[src/rtl/alfa_pc_pkg.sv]
// Definitions shared by the occupancy-code reader and writer: state encoding,
// default DDR region base and the byte/word counter widths.
package alfa_pc_pkg;

  localparam int STATE_W = 3;

  localparam logic [STATE_W-1:0] ST_IDLE   = 3'd0;
  localparam logic [STATE_W-1:0] ST_REQ    = 3'd1;
  localparam logic [STATE_W-1:0] ST_WAIT   = 3'd2;
  localparam logic [STATE_W-1:0] ST_STREAM = 3'd3;
  localparam logic [STATE_W-1:0] ST_DONE   = 3'd4;

  localparam logic [31:0] DDR_BASE_ADDRESS_DEF = 32'h0F00_0000;

  localparam int BYTE_CNT_W = 32;
  // 29 bits of 64-bit word index keeps (wordCnt << 3) inside a 32-bit address.
  localparam int WORD_CNT_W = 29;

  function automatic logic [31:0] wordAddr(input logic [31:0]           base,
                                           input logic [WORD_CNT_W-1:0] wordCnt);
    return base + {wordCnt, 3'b000};
  endfunction

endpackage

[src/rtl/occ_word_serializer.sv]
// Holds one 64-bit DDR word and hands it out LSB byte first over a
// valid/ready handshake; last_o marks the top byte of the word.
module occ_word_serializer (
  input  logic        i_clk,
  input  logic        i_rst,
  input  logic        load_i,
  input  logic [63:0] word_i,
  input  logic        en_i,
  input  logic        ready_i,
  output logic [7:0]  byte_o,
  output logic        valid_o,
  output logic        last_o
);

  logic [63:0] word_q;
  logic [2:0]  byteIdx_q;

  always_ff @(posedge i_clk) begin
    if (!i_rst) begin
      word_q    <= '0;
      byteIdx_q <= '0;
    end else if (load_i) begin
      word_q    <= word_i;
      byteIdx_q <= '0;
    end else if (valid_o && ready_i) begin
      byteIdx_q <= byteIdx_q + 3'd1;
    end
  end

  assign valid_o = en_i;
  assign byte_o  = en_i ? word_q[{byteIdx_q, 3'b000} +: 8] : 8'h00;
  assign last_o  = (byteIdx_q == 3'd7);

endmodule

[src/rtl/occ_code_reader.sv]
// Fetches occupancy bytes from DDR one 64-bit word at a time and streams them
// to the BFS decoder. Define OCC_READER_TIMEOUT_EN to enable the WAIT timeout.
module occ_code_reader
  import alfa_pc_pkg::*;
#(
  parameter logic [31:0] DDR_BASE_ADDRESS = DDR_BASE_ADDRESS_DEF,
  parameter int unsigned TIMEOUT_CYCLES   = 1024
) (
  input  logic                  i_clk,
  input  logic                  i_rst,
  input  logic                  i_start,
  input  logic [BYTE_CNT_W-1:0] i_n_bytes,
  output logic [31:0]           o_read_address,
  output logic                  o_initreadtxn,
  input  logic                  i_read_TxnDone,
  input  logic [63:0]           i_read_data,
  output logic [7:0]            o_byte,
  output logic                  o_byte_valid,
  input  logic                  i_byte_ready,
  output logic                  o_busy,
  output logic                  o_done,
  output logic                  o_err
);

  logic [STATE_W-1:0]    state_q,     state_d;
  logic [BYTE_CNT_W-1:0] bytesLeft_q, bytesLeft_d;
  logic [WORD_CNT_W-1:0] wordCnt_q,   wordCnt_d;
  logic [31:0]           readAddr_q,  readAddr_d;

  logic wordLoad;
  logic byteFire;
  logic lastByte;
  logic timeoutHit;

  assign wordLoad = (state_q == ST_WAIT) && i_read_TxnDone;
  assign byteFire = o_byte_valid && i_byte_ready;

  occ_word_serializer u_serializer (
    .i_clk   (i_clk),
    .i_rst   (i_rst),
    .load_i  (wordLoad),
    .word_i  (i_read_data),
    .en_i    (state_q == ST_STREAM),
    .ready_i (i_byte_ready),
    .byte_o  (o_byte),
    .valid_o (o_byte_valid),
    .last_o  (lastByte)
  );

  always_comb begin
    state_d     = state_q;
    bytesLeft_d = bytesLeft_q;
    wordCnt_d   = wordCnt_q;
    readAddr_d  = readAddr_q;
    case (state_q)
      ST_IDLE: begin
        if (i_start) begin
          bytesLeft_d = i_n_bytes;
          wordCnt_d   = '0;
          if (i_n_bytes != '0) begin
            readAddr_d = wordAddr(DDR_BASE_ADDRESS, '0);
            state_d    = ST_REQ;
          end else begin
            state_d = ST_DONE;
          end
        end
      end
      ST_REQ: state_d = ST_WAIT;
      ST_WAIT: begin
        if (i_read_TxnDone) begin
          state_d = ST_STREAM;
        end else if (timeoutHit) begin
          state_d = ST_DONE;
        end
      end
      ST_STREAM: begin
        // Ending on the byte count drops whatever is left of a partial word.
        if (byteFire) begin
          bytesLeft_d = bytesLeft_q - BYTE_CNT_W'(1);
          if (bytesLeft_q == BYTE_CNT_W'(1)) begin
            state_d = ST_DONE;
          end else if (lastByte) begin
            wordCnt_d  = wordCnt_q + WORD_CNT_W'(1);
            readAddr_d = wordAddr(DDR_BASE_ADDRESS, wordCnt_q + WORD_CNT_W'(1));
            state_d    = ST_REQ;
          end
        end
      end
      ST_DONE: state_d = ST_IDLE;
      default: state_d = ST_IDLE;
    endcase
  end

  always_ff @(posedge i_clk) begin
    if (!i_rst) begin
      state_q     <= ST_IDLE;
      bytesLeft_q <= '0;
      wordCnt_q   <= '0;
      readAddr_q  <= '0;
    end else begin
      state_q     <= state_d;
      bytesLeft_q <= bytesLeft_d;
      wordCnt_q   <= wordCnt_d;
      readAddr_q  <= readAddr_d;
    end
  end

`ifdef OCC_READER_TIMEOUT_EN
  logic [31:0] waitCnt_q;
  logic        err_q;

  // waitCnt_q holds the number of WAIT cycles already spent before this one.
  always_ff @(posedge i_clk) begin
    if (!i_rst) begin
      waitCnt_q <= '0;
    end else if (state_q == ST_WAIT) begin
      waitCnt_q <= waitCnt_q + 32'd1;
    end else begin
      waitCnt_q <= '0;
    end
  end

  assign timeoutHit = (state_q == ST_WAIT) && (waitCnt_q == 32'(TIMEOUT_CYCLES - 1));

  always_ff @(posedge i_clk) begin
    if (!i_rst) begin
      err_q <= 1'b0;
    end else if ((state_q == ST_IDLE) && i_start) begin
      err_q <= 1'b0;
    end else if (timeoutHit && !i_read_TxnDone) begin
      err_q <= 1'b1;
    end
  end

  assign o_err = err_q;
`else
  assign timeoutHit = 1'b0;
  assign o_err      = 1'b0;
`endif

  assign o_read_address = readAddr_q;
  assign o_initreadtxn  = (state_q == ST_REQ);
  assign o_busy         = (state_q != ST_IDLE);
  assign o_done         = (state_q == ST_DONE);

endmodule

[config.mk]
export PLATFORM = sky130hd
export DESIGN_NAME = occ_code_reader
export DESIGN_NICKNAME = d
export VERILOG_FILES = /design/src/rtl/alfa_pc_pkg.sv /design/src/rtl/occ_word_serializer.sv /design/src/rtl/occ_code_reader.sv
export SDC_FILE = /design/constraint.sdc
export NUM_CORES = 1
export LEC_CHECK = 0
export ABC_CLOCK_PERIOD_IN_PS = 2990
export CAP_MARGIN = 10
export CORE_AREA = 2 2 124 126
export CTS_BUF_LIST = sky130_fd_sc_hd__clkbuf_8
export CTS_CLUSTER_SIZE = 24
export DETAILED_ROUTE_END_ITERATION = 10
export DIE_AREA = 0 0 126 128
export PLACE_DENSITY = 0.82
export SYNTH_ARGS = -nofsm -noshare
export SYNTH_HDL_FRONTEND = slang
export SYNTH_SLANG_ARGS = --single-unit
[constraint.sdc]
create_clock -name i_clk -period 2.99 [get_ports i_clk]
set_input_delay 0.598 -clock i_clk [delete_from_list [all_inputs] [get_ports i_clk]]
set_output_delay 0.598 -clock i_clk [all_outputs]
set_load 0.05 [all_outputs]
==> metrics, run 1 <==
RSZ-0062 raised after global routing no; asr flop ratio synth 0; Util after Layout 0.6712; max-cap viol count 0; Final Hold Fails 0; Gate Count Post-Synth 1013; row count 45; Critical Path Start Type flop; antenna cells 0; final period utilization 0.9491; Seq/Total Area, Yosys 0.4014; post-layout instance area between 0.009 and 0.01 sq mm; GR Overflow Total 0; CTS resizes 0; pwr dens around 530 mW/mm^2; initial antenna violation count 0; hold_buf cts 0; type of the worst setup path flop to output port; clock root buffer clkbuf_8; share of layout cells above drive strength 1 0.09675; Post-CTS Setup Bufs 0; Arr. time, crit path between 2000 and 2500 ps; Post-synth EDFFs 0; most frequent cells in the layout 184 x nand2_1, 160 x dfxtp_1, 135 x a21oi_1; non-filler cells in the finished layout 1325; syn avg cell area between 7 and 8 sq um; die height around 130 um; Max Fanout on Critical Path 10; drt total wl roughly 20000 um; minimum clock period about 2800 ps; Tot GR Track Use 0.2598; Peak Freq around 350 MHz; H-tree levels 4; CTS tree built; Synth Warn # 0; Initial DRC Count 675; antenna violation net count after detailed routing 0; die area between 0.015 and 0.02 sq mm; Worst-Margin Slew roughly 1200 ps; Core ar. approximately 0.015 sq mm; min-delay worst type flop to flop; Pwr Total 5.297 mW; Reg area around 0.0032 sq mm; Nets 1231; clk_lat worst skew between 400 and 500 ps; Post-Place Cell Area about 0.0096 sq mm; initial cell density of the core 0.5368; worst clock skew ~15 ps; Leak between 3 and 4 nW; placed insts around 1.3k; Area Overhead vs Synth 25.04%; Setup TNS Final 0 ps; commonest non-fill, non-tap cell in the layout nand2_1; clock-pin slew on the worst setup and hold paths 90 ps; gpl congestion between 0.8 and 0.9; Placement Setup Slack around 190 ps; CP top delay family buffers and inverters; Main synth FF type dfxtp_1; WL/cell between 15 and 20 um; port buffer count about 140; max-slew violation count 0; outcome complete, no violations; cts bufs inserted 17; Die X approximately 130 um; Mapped Area roughly 0.008 sq mm; Worst Setup End Kind output port; final hold slack about 450 ps; io pins about 150; first-pass GRT wire length around 35000 um; endpoints failing setup 0; Buf/Inv on CP 2; multi-input logic area around 0.0044 sq mm; Vias per Instance around 5.7; VDD IR max between 300 and 400 uV; slew margin rel. 0.2215; vias in the first global route approximately 7.3k; crit-path cells inv_1 -> nor3_1 -> clkdlybuf4s50_1; worst setup margin between 150 and 200 ps; Layout fillers between 1k and 1.5k; worst-case clock buffer depth 2; Cell variety after synth between 60 and 70; slowest CP cell clkdlybuf4s50_1; Crit path largest cell delay 860 ps; Seq cells post-synth 160; Via Count between 7k and 8k; First-pass DRT Iterations 5; post-detail-place hpwl around 14000 um; largest net degree at the start of global routing 66; drt drc 0; CTS Sinks between 150 and 200; WP data required roughly 2400 ps
==> flip-flops by register name (all words and copies together) (netlist names) <==
name,count
state_q,3
wordCnt_q,29
bytesLeft_q,32
u_serializer.word_q,64
u_serializer.byteIdx_q,3
o_read_address,29
==> synthesized netlist by cell type, types with 4 or more instances <==
cell / count / share of area
a211oi_1: 4 / 0.0038
a21oi_1: 135 / 0.085
a22oi_1: 23 / 0.022
a31oi_1: 6 / 0.0047
a41oi_1: 4 / 0.0044
and2_1: 4 / 0.0031
and3_1: 5 / 0.0039
and4_1: 4 / 0.0044
buf_2: 10 / 0.0063
buf_4: 7 / 0.0066
clkbuf_1: 57 / 0.027
dfxtp_1: 160 / 0.40
ha_1: 6 / 0.0094
inv_1: 7 / 0.0033
mux2i_1: 8 / 0.010
mux4_2: 16 / 0.045
nand2_1: 184 / 0.087
nand3_1: 21 / 0.013
nand3b_1: 8 / 0.0075
nand4_1: 11 / 0.0086
nor2_1: 120 / 0.056
nor3_1: 27 / 0.017
nor4_1: 13 / 0.010
o21a_1: 6 / 0.0056
o21ai_0: 44 / 0.028
o22ai_1: 8 / 0.0063
o31ai_1: 8 / 0.0075
or2_2: 6 / 0.0047
or3_1: 14 / 0.011
or4_1: 4 / 0.0038
xnor2_1: 16 / 0.018
xor2_1: 17 / 0.019
==> cell families after synthesis <==
kind of cell,after synthesis,share of synthesized area
simple gates,440,0.2553
compound gates,262,0.1943
flops,160,0.4014
buf+inv,86,0.04626
xor+xnor,33,0.03622
mux,25,0.05661
fa+ha+maj,6,0.009409
other cells,1,0.0004700
==> worst min-delay path, stage by stage, from the launching register on <==
cell and delay, ps:
dfxtp_1 320, nand2_1 50, a21oi_1 50
==> where the power goes <==
group          leakage [nW]  total (mW)  internal, mW  switching [mW]
Clock                 0.200        1.63         0.778           0.856
Sequential             1.30        2.39          2.27           0.124
Combinational          1.98        1.27         0.524           0.745
==> path summary, 6_finish.rpt <==
path | startpoint | endpoint | slack, ps | depth (start not counted)
max reg2reg | bytesLeft_q[1] | o_read_address[29] | 310 | 8
max | state_q[0] | o_initreadtxn | 150 | 3
min reg2reg | u_serializer.word_q[18] | u_serializer.word_q[18] | 450 | 2
min | u_serializer.word_q[18] | u_serializer.word_q[18] | 450 | 2
==> metal layers <==
metal | global-route usage | wire length (um) | vias to the layer above | part of all wire
met5 | 0 | 0 | - | 0
met4 | 0.09632 | 408 | 0 | 0.020
met3 | 0.05676 | 1302 | 31 | 0.064
met2 | 0.4364 | 9885 | 252 | 0.48
met1 | 0.3298 | 8889 | 3549 | 0.43
li1 | - | - | 3785 | -
==> final cells by class <==
cell class              instances  share of cell area
repair buffers                167              0.1675
well taps                     188             0.02358
flip-flops and latches        160              0.3210
inverters                       8            0.003261
clock inverters                14             0.01555
multi-input cells             770              0.4442
clock buffers                  18             0.02483
Power figures use the tool's default switching activity.
==> run 2, diff against run 1 <==
--- a/config.mk
+++ b/config.mk
@@ -9,6 +9,7 @@
 export CAP_MARGIN = 10
 export CORE_AREA = 2 2 124 126
 export CTS_BUF_LIST = sky130_fd_sc_hd__clkbuf_8
+export CTS_CLUSTER_DIAMETER = 200
 export CTS_CLUSTER_SIZE = 24
 export DETAILED_ROUTE_END_ITERATION = 10
 export DIE_AREA = 0 0 126 128
==> results of run 2 <==
No change in the layout: final DEF, timing and power equal those of run 1.
